--- src/rtl/mab_sequencer.sv ---
// Per-instruction MAB/strobe sequencer for the MSP430 datapath: fetch, source/destination
// extension and operand reads, execute, then writeback or push, with memory wait-state timeout.
module mab_sequencer #(
  parameter int SEL_W        = 3,
  parameter int WAIT_TIMEOUT = 15
) (
  input  logic             clk,
  input  logic             rst,
  input  logic [1:0]       FMT,
  input  logic [1:0]       AS,
  input  logic             AD,
  input  logic             SRC_IS_PC,
  input  logic             SRC_IS_CG,
  input  logic             OP_PUSH,
  input  logic             WB_EN,
  input  logic             MEM_RDY,
  input  logic             HALT,
  output logic [SEL_W-1:0] MAB_SEL,
  output logic             MEM_RD,
  output logic             MEM_WR,
  output logic             IR_LD,
  output logic             PC_INC,
  output logic             SRC_INC,
  output logic             SP_DEC,
  output logic             EXT_LD_SRC,
  output logic             EXT_LD_DST,
  output logic             OP_LD_SRC,
  output logic             OP_LD_DST,
  output logic             EXEC_EN,
  output logic             BUS_ERR,
  output logic [3:0]       STATE
);

  typedef enum logic [3:0] {
    S_FETCH   = 4'd0,
    S_DECODE  = 4'd1,
    S_SRC_EXT = 4'd2,
    S_SRC_RD  = 4'd3,
    S_DST_EXT = 4'd4,
    S_DST_RD  = 4'd5,
    S_EXEC    = 4'd6,
    S_DST_WR  = 4'd7,
    S_PUSH_WR = 4'd8
  } state_t;

  state_t     r_state, w_next;
  logic [1:0] r_fmt, r_as;
  logic       r_ad, r_pc, r_cg, r_push, r_wb;
  logic [7:0] r_cnt, w_cnt_nxt;

  logic [SEL_W-1:0] w_sel;
  logic w_rd, w_wr, w_ir, w_pci, w_sinc, w_spd, w_exs, w_exd, w_ops, w_opd, w_ex;
  logic w_tmo;

  // Timeout fires on the MEM_RDY=0 cycle that would bring the counter to WAIT_TIMEOUT
  assign w_tmo = (w_rd | w_wr) & ~MEM_RDY & ((r_cnt + 8'd1) == 8'(WAIT_TIMEOUT));

  always_comb begin
    w_next = r_state;
    w_sel  = '0;
    w_rd   = 1'b0;
    w_wr   = 1'b0;
    w_ir   = 1'b0;
    w_pci  = 1'b0;
    w_sinc = 1'b0;
    w_spd  = 1'b0;
    w_exs  = 1'b0;
    w_exd  = 1'b0;
    w_ops  = 1'b0;
    w_opd  = 1'b0;
    w_ex   = 1'b0;
    case (r_state)
      S_FETCH: begin
        if (!HALT) begin
          w_rd = 1'b1;
          if (MEM_RDY) begin
            w_ir   = 1'b1;
            w_pci  = 1'b1;
            w_next = S_DECODE;
          end
        end
      end
      S_DECODE: begin
        // Decode steers on live inputs; the same edge latches them for later states
        case (FMT)
          2'd0, 2'd1: begin
            if (AS == 2'd0 || SRC_IS_CG)
              w_next = (FMT == 2'd0 && AD) ? S_DST_EXT : S_EXEC;
            else if (AS == 2'd1)
              w_next = S_SRC_EXT;
            else
              w_next = S_SRC_RD;
          end
          2'd2:    w_next = S_EXEC;
          default: w_next = S_FETCH;
        endcase
      end
      S_SRC_EXT: begin
        w_rd = 1'b1;
        if (MEM_RDY) begin
          w_pci  = 1'b1;
          w_exs  = 1'b1;
          w_next = S_SRC_RD;
        end
      end
      S_SRC_RD: begin
        w_rd = 1'b1;
        case (r_as)
          2'd1:    w_sel = SEL_W'(2);
          2'd3:    w_sel = r_pc ? SEL_W'(0) : SEL_W'(3);
          default: w_sel = SEL_W'(3);
        endcase
        if (MEM_RDY) begin
          w_ops  = 1'b1;
          w_pci  = (r_as == 2'd3) & r_pc;
          w_sinc = (r_as == 2'd3) & ~r_pc;
          w_next = (r_fmt == 2'd0 && r_ad) ? S_DST_EXT : S_EXEC;
        end
      end
      S_DST_EXT: begin
        w_rd = 1'b1;
        if (MEM_RDY) begin
          w_pci  = 1'b1;
          w_exd  = 1'b1;
          w_next = S_DST_RD;
        end
      end
      S_DST_RD: begin
        w_rd  = 1'b1;
        w_sel = SEL_W'(2);
        if (MEM_RDY) begin
          w_opd  = 1'b1;
          w_next = S_EXEC;
        end
      end
      S_EXEC: begin
        w_ex  = 1'b1;
        w_spd = (r_fmt == 2'd1) & r_push;
        if (r_fmt == 2'd0 && r_ad && r_wb)
          w_next = S_DST_WR;
        else if (r_fmt == 2'd1 && r_push)
          w_next = S_PUSH_WR;
        else if (r_fmt == 2'd1 && r_wb && (r_as == 2'd1 || r_as == 2'd2))
          w_next = S_DST_WR;
        else
          w_next = S_FETCH;
      end
      S_DST_WR: begin
        w_wr  = 1'b1;
        w_sel = (r_fmt == 2'd1 && r_as == 2'd2) ? SEL_W'(3) : SEL_W'(2);
        if (MEM_RDY) w_next = S_FETCH;
      end
      S_PUSH_WR: begin
        w_wr  = 1'b1;
        w_sel = SEL_W'(5);
        if (MEM_RDY) w_next = S_FETCH;
      end
      default: w_next = S_FETCH;
    endcase
    if (w_tmo) w_next = S_FETCH;
  end

  always_comb begin
    w_cnt_nxt = r_cnt;
    if (w_next != r_state || w_tmo)
      w_cnt_nxt = '0;
    else if ((w_rd | w_wr) && !MEM_RDY)
      w_cnt_nxt = r_cnt + 8'd1;
  end

  always_ff @(posedge clk) begin
    if (rst) begin
      r_state <= S_FETCH;
      r_cnt   <= '0;
      r_fmt   <= '0;
      r_as    <= '0;
      r_ad    <= 1'b0;
      r_pc    <= 1'b0;
      r_cg    <= 1'b0;
      r_push  <= 1'b0;
      r_wb    <= 1'b0;
    end else begin
      r_state <= w_next;
      r_cnt   <= w_cnt_nxt;
      if (r_state == S_DECODE) begin
        r_fmt  <= FMT;
        r_as   <= AS;
        r_ad   <= AD;
        r_pc   <= SRC_IS_PC;
        r_cg   <= SRC_IS_CG;
        r_push <= OP_PUSH;
        r_wb   <= WB_EN;
      end
    end
  end

  // Reset masks every output in the reset cycle itself, not just from the next one
  always_comb begin
    MAB_SEL    = rst ? '0 : w_sel;
    MEM_RD     = ~rst & w_rd;
    MEM_WR     = ~rst & w_wr;
    IR_LD      = ~rst & w_ir;
    PC_INC     = ~rst & w_pci;
    SRC_INC    = ~rst & w_sinc;
    SP_DEC     = ~rst & w_spd;
    EXT_LD_SRC = ~rst & w_exs;
    EXT_LD_DST = ~rst & w_exd;
    OP_LD_SRC  = ~rst & w_ops;
    OP_LD_DST  = ~rst & w_opd;
    EXEC_EN    = ~rst & w_ex;
    BUS_ERR    = ~rst & w_tmo;
    STATE      = rst ? 4'd0 : r_state;
  end

endmodule
--- config.mk ---
export PLATFORM = sky130hd
export DESIGN_NAME = mab_sequencer
export DESIGN_NICKNAME = d
export VERILOG_FILES = /design/src/rtl/mab_sequencer.sv
export SDC_FILE = /design/constraint.sdc
export NUM_CORES = 1
export LEC_CHECK = 0
export CAP_MARGIN = 5
export CORE_ASPECT_RATIO = 0.7
export CORE_UTILIZATION = 52
export CTS_BUF_LIST = sky130_fd_sc_hd__clkbuf_4
export DETAILED_ROUTE_END_ITERATION = 8
export PLACE_DENSITY = 0.9
export SYNTH_ARGS = -nofsm -noshare
export SYNTH_HDL_FRONTEND = slang
export SYNTH_SLANG_ARGS = --single-unit
--- constraint.sdc ---
create_clock -name clk -period 2.12 [get_ports clk]
set_input_delay 0.212 -clock clk [delete_from_list [all_inputs] [get_ports clk]]
set_output_delay 0.212 -clock clk [all_outputs]
set_load 0.005 [all_outputs]
==> results list <==
- Register-to-register path setup slack: -0.05 ns
- For this run, design rule violations remaining after detail routing come to 0.
- From bottom edge to top edge, the die measures 46.43 um.
* Total Wirelength: 6.087 mm
* Post-route clock period utilization: 108.3%
- The internal power of the cells totals 639.4 uW.
- Initial Util: 57.03%
- Highest-count cells in the layout ignoring fill and taps: buf_4 (34), clkdlybuf4s50_1 (25), nand2_1 (23)
* Count of final max-slew check failures: 0
* I/O pins: 32
* Leakage power of the design: approximately 0.0009 uW
- Highest metal layer with signal wires: met4
* Routed metal-1 wirelength: roughly 2.3 mm
- Sequential cells were found to cover 27.30% of the synthesized design area.
* Number of nets with antenna violations after detailed routing: 0
* Count of H-tree levels built during CTS: 1
- Cells traversed along the worst timing path: inv_1, ha_1, nor2b_1, a211oi_2, a31oi_1, or3_1, a21oi_1, buf_2
- The longest clock path from root to sink contains 2 buffers.
- Summed over all nets, wire length on met3 after detailed routing comes to 718 um.
* Number of synthesized flops with an enable pin: 0
* Die width: 65.47 um
- Switching component of the power: 337.2 uW
- The setup path with the least slack is of type register to output pin.
- The hold violation total from the final report came to 0.
- After detailed routing, the number of vias per cell comes to 6.812.
- In this run, flip-flops and latches consume 42.6% of the power.
- The checks that failed: setup timing.
* Total Routing Usage GR: 36.51%
* Data required time at the worst endpoint: 1.91 ns
- TritonCTS clock tree: built
- Post-layout net count: 278
- The floorplan step defined a core boundary enclosing 2571 sq um.
* WL/cell: 20.77 um
- Maximum capacitance violations: 0
- The number of buffers and inverters on the critical path is 2.
- The first global-routing pass estimated 8.086 mm of wire.
- Clock-pin slew was measured on the worst setup and hold paths at 0.12 ns.
* Gpl congestion: 1.022
- Dividing total power by cell area gives a power density of 428.6 nW/um^2.
- Total die area: 3040 sq um
- Buffers placed on the I/O ports in this run total 31.
- For this run, asynchronously set or reset flops after synthesis account for 0%.
- Most common cell after layout, fill and taps aside: buf_4
- Clock insertion delay at the later pin of the skew report: between 0.3 and 0.4 ns
- The number of antenna violations at the first check in global routing is 0.
- The detailed router finished its first iteration with 241 violations.
- Clock network fraction of total power: 20.6%
* Distinct cells, synth: 49
* Critical path destination: MAB_SEL[0]
- Along the worst path, the maximum fanout reaches 3.
- Maximum VDD drop: 0.4137 mV
* FF-to-FF path depth: 7
- In the synthesized netlist, the number of instances is a little under 200.
- After synthesis, the largest area contributor takes up between 20% and 30% of total cell area.
- Highest Clock Rate: about 440 MHz
* Least-Margin Pin Slew: roughly 0.43 ns
- Number of global-route vias before repair: approximately 1600
* Status: finished, violations left
- Cell taking the most area after synthesis: dfxtp_1
- Number of endpoints failing setup at the final stage: 12
- Critical path origin: r_as[1]
- CP startpoint kind: register
* Final std cell area, no fill: 2278 sq um
* Most common flop cell mapped by yosys: dfxtp_1
- The routed design uses 2.701 mm of met2 wire.
* Pre-antenna DRT Iters: 5
* Data arrival time at the worst-slack endpoint: about 2.1 ns
- Top cell family by delay on the critical path: simple AND/OR/NAND/NOR gates
* Critical path depth: 8
* Library cell contributing the largest single delay on the critical path: or3_1
* Tot Pwr: 976.6 uW
* Capture instance of the worst register-to-register path: r_cnt[1]
- Vias post-DR: 1996
- Fraction of power spent switching nets: 34.53%
- Kind of end point of the critical path: output pin
* Cell Area, Placed: between 1500 and 2000 sq um
- The worst pin sits at a relative slew slack of 71.19%.
* Path class of the lowest-slack min-delay path: primary input to register
* Area growth, synth to finish: 55.38%
- Remaining global-route overflow: 0
* Root buffer cell: clkbuf_4
- Worst r2r src: r_state[2]
- Entering global routing, the biggest net connects 17 pins.
- Slack of the critical path: -0.1763 ns
- In this run, CTS created clock tree buffers numbering 3.
- Yosys printed 0 warnings.
- Number of sinks handled by clock tree synthesis: 20
* Number of synthesized register bits: 20
- By area the synthesized netlist is led by dfxtp_1 (27%), nand2_1 (5.9%), nor2_1 (5.4%).
* Critical path's largest stage delay: 0.40 ns
* Placement row count: 15
- Clock tree skew after final layout: approximately 0.0044 ns
* Minimum period implied by the final worst setup slack: 2.296 ns
* Combinational share of power: 36.8%
- Dpl hpwl: roughly 3.3 mm
- Mean instance size in the synthesized netlist: around 7.5 sq um
* Number of buffers inserted by hold repair at cts: 0
- Count of antenna diodes in the layout: 0
- Setup repair after global routing missed its margin: true
- Post-route worst hold slack: around 0.43 ns
* Share of cells above drive strength 1: between 30% and 40%
* Setup TNS: -0.6944 ns
- Syn Std Cell Area: 1466 sq um
- Net count after synthesis: 214
synthesized netlist by cell type, types with 2 or more instances:
master / n
nand3_1: 5
a211oi_1: 3
nor2b_1: 5
a31oi_1: 2
o2111a_1: 2
xnor2_1: 4
nor4_1: 4
and3_1: 2
nand2_1: 23
inv_1: 7
o21ai_0: 2
and2_1: 2
a21o_1: 3
and4_1: 3
clkbuf_1: 8
nor3_1: 12
nand2b_1: 4
or3_1: 4
nand4_1: 4
a21oi_1: 14
nor3b_1: 3
xor2_1: 5
buf_2: 2
ha_1: 5
nand3b_1: 3
nor2_1: 21
buf_1: 2
and3b_1: 2
dfxtp_1: 20
per-stage QoR:
stage | cells | util [%] | worst slack (ns)
floorplan | 196 | - | 0.1877
global placement | 275 | 77.47 | -0.1256
detailed placement | 275 | 77.47 | -0.2093
CTS | 288 | 84.09 | -0.009395
global route | 293 | 88.61 | -0.2304
finish | 293 | 88.61 | -0.1763
metal layers:
layer	up-vias	track usage, %
met5	-	0
met4	0	20.87
met3	44	9.406
met2	188	59.59
met1	931	44.43
li1	833	-
registers in the layout (all words and copies together) (netlist names):
register	count
r_fmt	2
r_state	4
r_wb	1
r_ad	1
r_push	1
r_as	2
r_cnt	8
r_pc	1
final cells by class:
type	instances	area, sq um
Inverter	7	26.28
Fill cell	116	292.8
Timing Repair Buffer	71	651.9
Multi-Input combinational cell	157	1111
Clock buffer	3	22.52
Clock inverter	1	3.754
Sequential cell	20	420.4
Tap cell	34	42.54
worst min path at each step:
stage          start  endpoint  depth (start not counted)
2_1_floorplan     AD      r_ad                          2
3_3_place_gp    r_ad      r_ad                          2
3_5_place_dp    r_wb      r_wb                          2
4_1_cts        WB_EN      r_wb                          3
5_1_grt        WB_EN      r_wb                          3
6_report       WB_EN      r_wb                          3
power by group through the flow:
| stage | combinational (uW) | clock, uW | sequential, uW |
|---|---|---|---|
| after detailed placement | 262 | 0 | 420 |
| after CTS | 297 | 198 | 412 |
| final | 359 | 201 | 416 |
| after floorplan | 144 | 0 | 412 |
| after global routing | 375 | 221 | 417 |
| after global placement | 251 | 0 | 418 |
logic make-up after synthesis:
family / after synthesis / synth area share (%)
muxes: 1 / 0.7679
adders and majority gates: 5 / 4.266
and+or+nand+nor: 100 / 35.49
buffers and inverters: 19 / 5.035
xor gates and xnor gates: 9 / 5.375
AOI/OAI and AO/OA: 42 / 21.76
DFF: 20 / 27.30
worst reg2reg max path: cells and delay by family (launching register included):
kind	cells	cell delay [ns]
DFF	1	0.36
AOI/OAI and AO/OA	5	1.04
buffers and inverters	1	0.15
and+or+nand+nor	1	0.54
timing repair:
| item | CTS | global route |
|---|---|---|
| pin swaps | 10 | 8 |
| resized for setup | 36 | 18 |
| buffers inserted | 10 | 6 |
| setup endpoints to repair | 9 | 19 |
No activity file was read; power rests on OpenSTA's default activity.
